<file path="config.mk">
export PLATFORM = sky130hd
export DESIGN_NAME = gate_op_scheduler
export DESIGN_NICKNAME = d
export VERILOG_FILES = /design/src/rtl/gate_op_scheduler.sv
export SDC_FILE = /design/constraint.sdc
export NUM_CORES = 1
export LEC_CHECK = 0
export ABC_CLOCK_PERIOD_IN_PS = 3700
export CAP_MARGIN = 5
export CORE_ASPECT_RATIO = 2
export CORE_MARGIN = 2
export CORE_UTILIZATION = 44
export DETAILED_ROUTE_END_ITERATION = 10
export GPL_ROUTABILITY_DRIVEN = 0
export PLACE_DENSITY = 0.88
export SLEW_MARGIN = 20
export SYNTH_ARGS = -nofsm -noshare
export SYNTH_HDL_FRONTEND = slang
export SYNTH_SLANG_ARGS = --single-unit
</file>
<file path="constraint.sdc">
create_clock -name clk -period 3.7 [get_ports clk]
set_clock_uncertainty 0.1 [all_clocks]
set_input_delay 0.925 -clock clk [delete_from_list [all_inputs] [get_ports clk]]
set_output_delay 0.925 -clock clk [all_outputs]
set_load 0.005 [all_outputs]
</file>
<file path="src/rtl/gate_op_scheduler.sv">
// Shares one registered bitwise gate unit (AND/OR/XOR/NAND) among four requesters.
// Define GATE_SCHED_RR_EN for round-robin arbitration; otherwise lowest index wins.
module gate_op_scheduler #(
  parameter int WIDTH = 8
) (
  input  logic                 clk,
  input  logic                 rst,
  input  logic [3:0]           req_valid,
  output logic [3:0]           req_ready,
  input  logic [4*WIDTH-1:0]   req_a,
  input  logic [4*WIDTH-1:0]   req_b,
  input  logic [7:0]           req_op,
  output logic                 rsp_valid,
  input  logic                 rsp_ready,
  output logic [WIDTH-1:0]     rsp_y,
  output logic [1:0]           rsp_id,
  output logic                 busy,
  output logic [15:0]          done_count
);

  localparam logic [1:0] S_IDLE = 2'd0;
  localparam logic [1:0] S_EXEC = 2'd1;
  localparam logic [1:0] S_HOLD = 2'd2;

  logic [1:0]       r_state;
  logic [1:0]       r_last_grant;
  logic [WIDTH-1:0] r_a_p0;
  logic [WIDTH-1:0] r_b_p0;
  logic [1:0]       r_op_p0;
  logic [1:0]       r_id_p0;
  logic             r_rsp_valid;
  logic [WIDTH-1:0] r_rsp_y;
  logic [1:0]       r_rsp_id;
  logic             r_busy;
  logic [15:0]      r_done_count;

  logic             w_any;
  logic             w_take;
  logic [1:0]       w_win;
  logic [3:0]       w_grant;
  logic [1:0]       w_next;

  function automatic logic [WIDTH-1:0] gate_eval(input logic [1:0] op,
                                                 input logic [WIDTH-1:0] a,
                                                 input logic [WIDTH-1:0] b);
    case (op)
      2'b00:   gate_eval = a & b;
      2'b01:   gate_eval = a | b;
      2'b10:   gate_eval = a ^ b;
      default: gate_eval = ~(a & b);
    endcase
  endfunction

  // Descending scan so the last hit is the highest-priority valid index.
  always_comb begin
    w_win = 2'd0;
    w_any = |req_valid;
`ifdef GATE_SCHED_RR_EN
    for (int k = 4; k >= 1; k--) begin
      if (req_valid[r_last_grant + 2'(k)]) w_win = r_last_grant + 2'(k);
    end
`else
    for (int k = 3; k >= 0; k--) begin
      if (req_valid[k]) w_win = 2'(k);
    end
`endif
    w_take  = (r_state == S_IDLE) && w_any && !rst;
    w_grant = 4'b0000;
    if (w_take) w_grant[w_win] = 1'b1;
  end

  assign req_ready = w_grant;

  always_comb begin
    w_next = r_state;
    case (r_state)
      S_IDLE:  if (w_any) w_next = S_EXEC;
      S_EXEC:  w_next = S_HOLD;
      S_HOLD:  if (rsp_ready) w_next = S_IDLE;
      default: w_next = S_IDLE;
    endcase
  end

  // Stage p0: operands of the granted requester captured at the handshake.
  always_ff @(posedge clk) begin
    if (w_take) begin
      r_a_p0  <= req_a[w_win*WIDTH +: WIDTH];
      r_b_p0  <= req_b[w_win*WIDTH +: WIDTH];
      r_op_p0 <= req_op[2*w_win +: 2];
      r_id_p0 <= w_win;
    end
  end

  // Stage p1: evaluated result presented and held until accepted.
  always_ff @(posedge clk) begin
    if (rst) begin
      r_state      <= S_IDLE;
      r_last_grant <= 2'd3;
      r_rsp_valid  <= 1'b0;
      r_rsp_y      <= '0;
      r_rsp_id     <= 2'd0;
      r_busy       <= 1'b0;
      r_done_count <= 16'd0;
    end else begin
      r_state <= w_next;
      r_busy  <= (w_next != S_IDLE);
      if (w_take) r_last_grant <= w_win;
      if (r_state == S_EXEC) begin
        r_rsp_valid <= 1'b1;
        r_rsp_y     <= gate_eval(r_op_p0, r_a_p0, r_b_p0);
        r_rsp_id    <= r_id_p0;
      end
      if (r_state == S_HOLD && rsp_ready) begin
        r_rsp_valid  <= 1'b0;
        r_done_count <= r_done_count + 16'd1;
      end
    end
  end

  assign rsp_valid  = r_rsp_valid;
  assign rsp_y      = r_rsp_y;
  assign rsp_id     = r_rsp_id;
  assign busy       = r_busy;
  assign done_count = r_done_count;

endmodule

</file>
==> metrics.txt <==
hold_buf cts=0; Mapped Area=~2800 um^2; routed len/inst=between 10 and 15 um; sequential share of the synthesized area=approximately 43%; initial antenna violation count=0; H-tree levels=2; Critical Path AT=2580 ps; achievable clock frequency=278 MHz; largest net degree at the start of global routing=29; Final Critical Period=between 3000 and 4000 ps; Most common cell on crit path=clkdlybuf4s50_1; Worst-Skew Late Latency=about 290 ps; setup total negative slack=0 ps; synth top area cells=dfxtp_1, edfxtp_1, ha_1; first-pass GRT wire length=10.5 mm; Crit path depth=4; initial DRC count=133; most numerous cell in the Yosys netlist=nand2_1; Post-synth EDFFs=20; GR Util All Layers=19.3%; top_reg_cell synth=dfxtp_1; reg2reg end=done_count[15]; Post-Syn Nets=406; vias in the first global route=approximately 2500; n_diodes=0; CTS max path bufs=2; DR pass1 iterations=5; Crit path largest cell delay=approximately 560 ps; Syn Inst Count=310; # port buffers=110; initial core utilization=44.9%; postcts setup bufs=0; Netlist cell types=48; NumNets Final=between 500 and 600; mean post-synth cell area=between 8 and 9 um^2; I/O pin count=about 110; full die area=about 7000 um^2; critical path class=input pin to output port; Final setup viols=0; path depth of the worst reg2reg path=4; Routed Antenna Nets=0; CP max FO=4; CP Launch Type=input pin; Crit-path slowest cell=clkdlybuf4s50_1; filler cell count=just under 500; Min-Delay Endpoint=rsp_y[6]; Worst Tran Pin Value=698 ps; FF+latch count, synth=50; Die Y=between 100 and 150 um; Final Hold Viols=0; total routed wirelength=roughly 6.4 mm; Via density=between 5 and 6; Ys Warns=0; Slew Limit Headroom=53.2%; DRC viols=0; Pwr Density=roughly 340 nW/um^2; most instantiated cells after synthesis=nand2_1, dfxtp_1, nor2_1; CP Buf/Inv Count=2; Core Region=6210 um^2; Synth async-reset ratio=0%; Post-Place Cells=490; Final Max Slew Viols=0; cell taking the most area after synthesis=dfxtp_1; P&R area growth vs syn=47.7%; reg-to-reg startpoint=r_state[1]; final worst-path cycle share=a little over nine tenths; crit-path cells=clkdlybuf4s50_1 > or3_1 > nor4b_1 > clkdlybuf4s50_1; outcome=finished clean; grt ovf=0; Setup crit end kind=output port; CTS buffer count=5; kind of cell adding the most delay to the critical path=buffers and inverters; Max Cap Viol=0; Leakage Power=approximately 0.0016 uW; post-DP HPWL=4.88 mm; row count=about 40; Worst Hold Class=register to register; Root Driver=clkbuf_16; Vias=2609; hold_ws=350 ps; layout cells sized above 1=5.10%; VDD IR max=between 0.0002 and 0.0003 V; # resized after CTS=0; hold depth=2; top-area cell type share of the netlist area=a little over a fifth; Reg2Reg Setup Slack=1930 ps; RSZ-0062 raised after global routing=no; final non-filler cell total=approximately 500; CTS sink cnt=50; Clock transition at path regs=60 ps; TritonCTS clock tree=built; Worst EP required=approximately 2700 ps; Die Span X=60.3 um; Worst Min Path Start=rsp_y[6]
[how the worst max path moves through the flow]
| stage | from | end | slack (ps) |
|---|---|---|---|
| detailed placement | rst | req_ready[3] | 120 |
| CTS | rst | req_ready[3] | 90 |
| floorplan | rst | r_a_p0[0] | 780 |
| global route | rst | req_ready[3] | 40 |
| global placement | rst | req_ready[3] | 110 |
| finish | rst | req_ready[3] | 100 |
[per-stage QoR]
| stage | utilization, % | area, um^2 | power [uW] | setup WS, ps |
|---|---|---|---|---|
| detailed placement | 63.5 | 3940 | 941 | 118 |
| global placement | 63.5 | 3940 | 930 | 105 |
| finish | 66.3 | 4110 | 1410 | 99.7 |
| global route | 66.3 | 4110 | 1480 | 38.2 |
| floorplan | - | 2790 | 789 | 776 |
| CTS | 66.1 | 4100 | 1420 | 88.5 |
[metal layers]
metal	part of all wire (%)	track usage (%)	vias up
met2	52	33.4	109
met4	2.0	8.59	0
met3	6.8	4.43	8
met1	39	21.8	1168
li1	-	-	1324
met5	0	0	-
[report_power, final]
part	switching (uW)	internal (uW)
logic	116	167
registers	28.7	619
clock network	191	289
total	336	1070
[worst register-to-register path, stage by stage (launching register included)]
cell     delay [ps]
dfxtp_1         410
and4b_1         440
nand3_4         140
or4_1           480
a21oi_1         140
[layout make-up]
type | instances | area [um^2] | share of cell area, %
Tap cell | 86 | 108 | 2.62
Clock buffer | 6 | 150 | 3.65
Clock inverter | 2 | 10.0 | 0.243
Inverter | 18 | 67.6 | 1.64
Timing Repair Buffer | 113 | 1120 | 27.3
Sequential cell | 50 | 1200 | 29.2
Multi-Input combinational cell | 223 | 1450 | 35.3
[layout by cell type, fill, tap and decap left out, types with 2 or more instances in the layout]
| cell | n |
|---|---|
| a211oi_1 | 8 |
| a21o_1 | 2 |
| a21oi_1 | 15 |
| a222oi_1 | 18 |
| a31oi_1 | 2 |
| and2_1 | 3 |
| buf_4 | 3 |
| clkbuf_16 | 6 |
| clkdlybuf4s50_1 | 110 |
| clkinv_2 | 2 |
| dfxtp_1 | 30 |
| edfxtp_1 | 20 |
| ha_1 | 17 |
| inv_1 | 18 |
| nand2_1 | 51 |
| nand2b_1 | 5 |
| nand3_1 | 5 |
| nand4_1 | 3 |
| nor2_1 | 28 |
| nor2b_1 | 2 |
| nor3_1 | 6 |
| o211ai_1 | 3 |
| o21ai_0 | 13 |
| o21bai_1 | 3 |
| o221ai_1 | 3 |
| or3_1 | 4 |
| xnor2_1 | 4 |
| xor2_1 | 6 |
[state kept, by name, summed over array words and instances (netlist names)]
signal      flops
rsp_y           8
busy            1
r_id_p0         2
done_count     16
r_state         2
rsp_id          2
r_b_p0          8
r_op_p0         2
rsp_valid       1
r_a_p0          8
[cells by family (layout without fill, tap and decap cells)]
| kind of cell | count (synthesis) | in the layout | synth area share [%] |
|---|---|---|---|
| XOR/XNOR | 10 | 10 | 3.14 |
| AND/OR/NAND/NOR | 124 | 124 | 22.1 |
| flip-flops | 50 | 50 | 43.1 |
| AO/OA/AOI/OAI | 71 | 71 | 18.4 |
| buffers and inverters | 37 | 139 | 5.21 |
| multiplexers | 1 | 1 | 0.359 |
| adder cells (fa/ha/maj) | 17 | 17 | 7.64 |
Note: power is estimated with default switching activity, not from simulation.
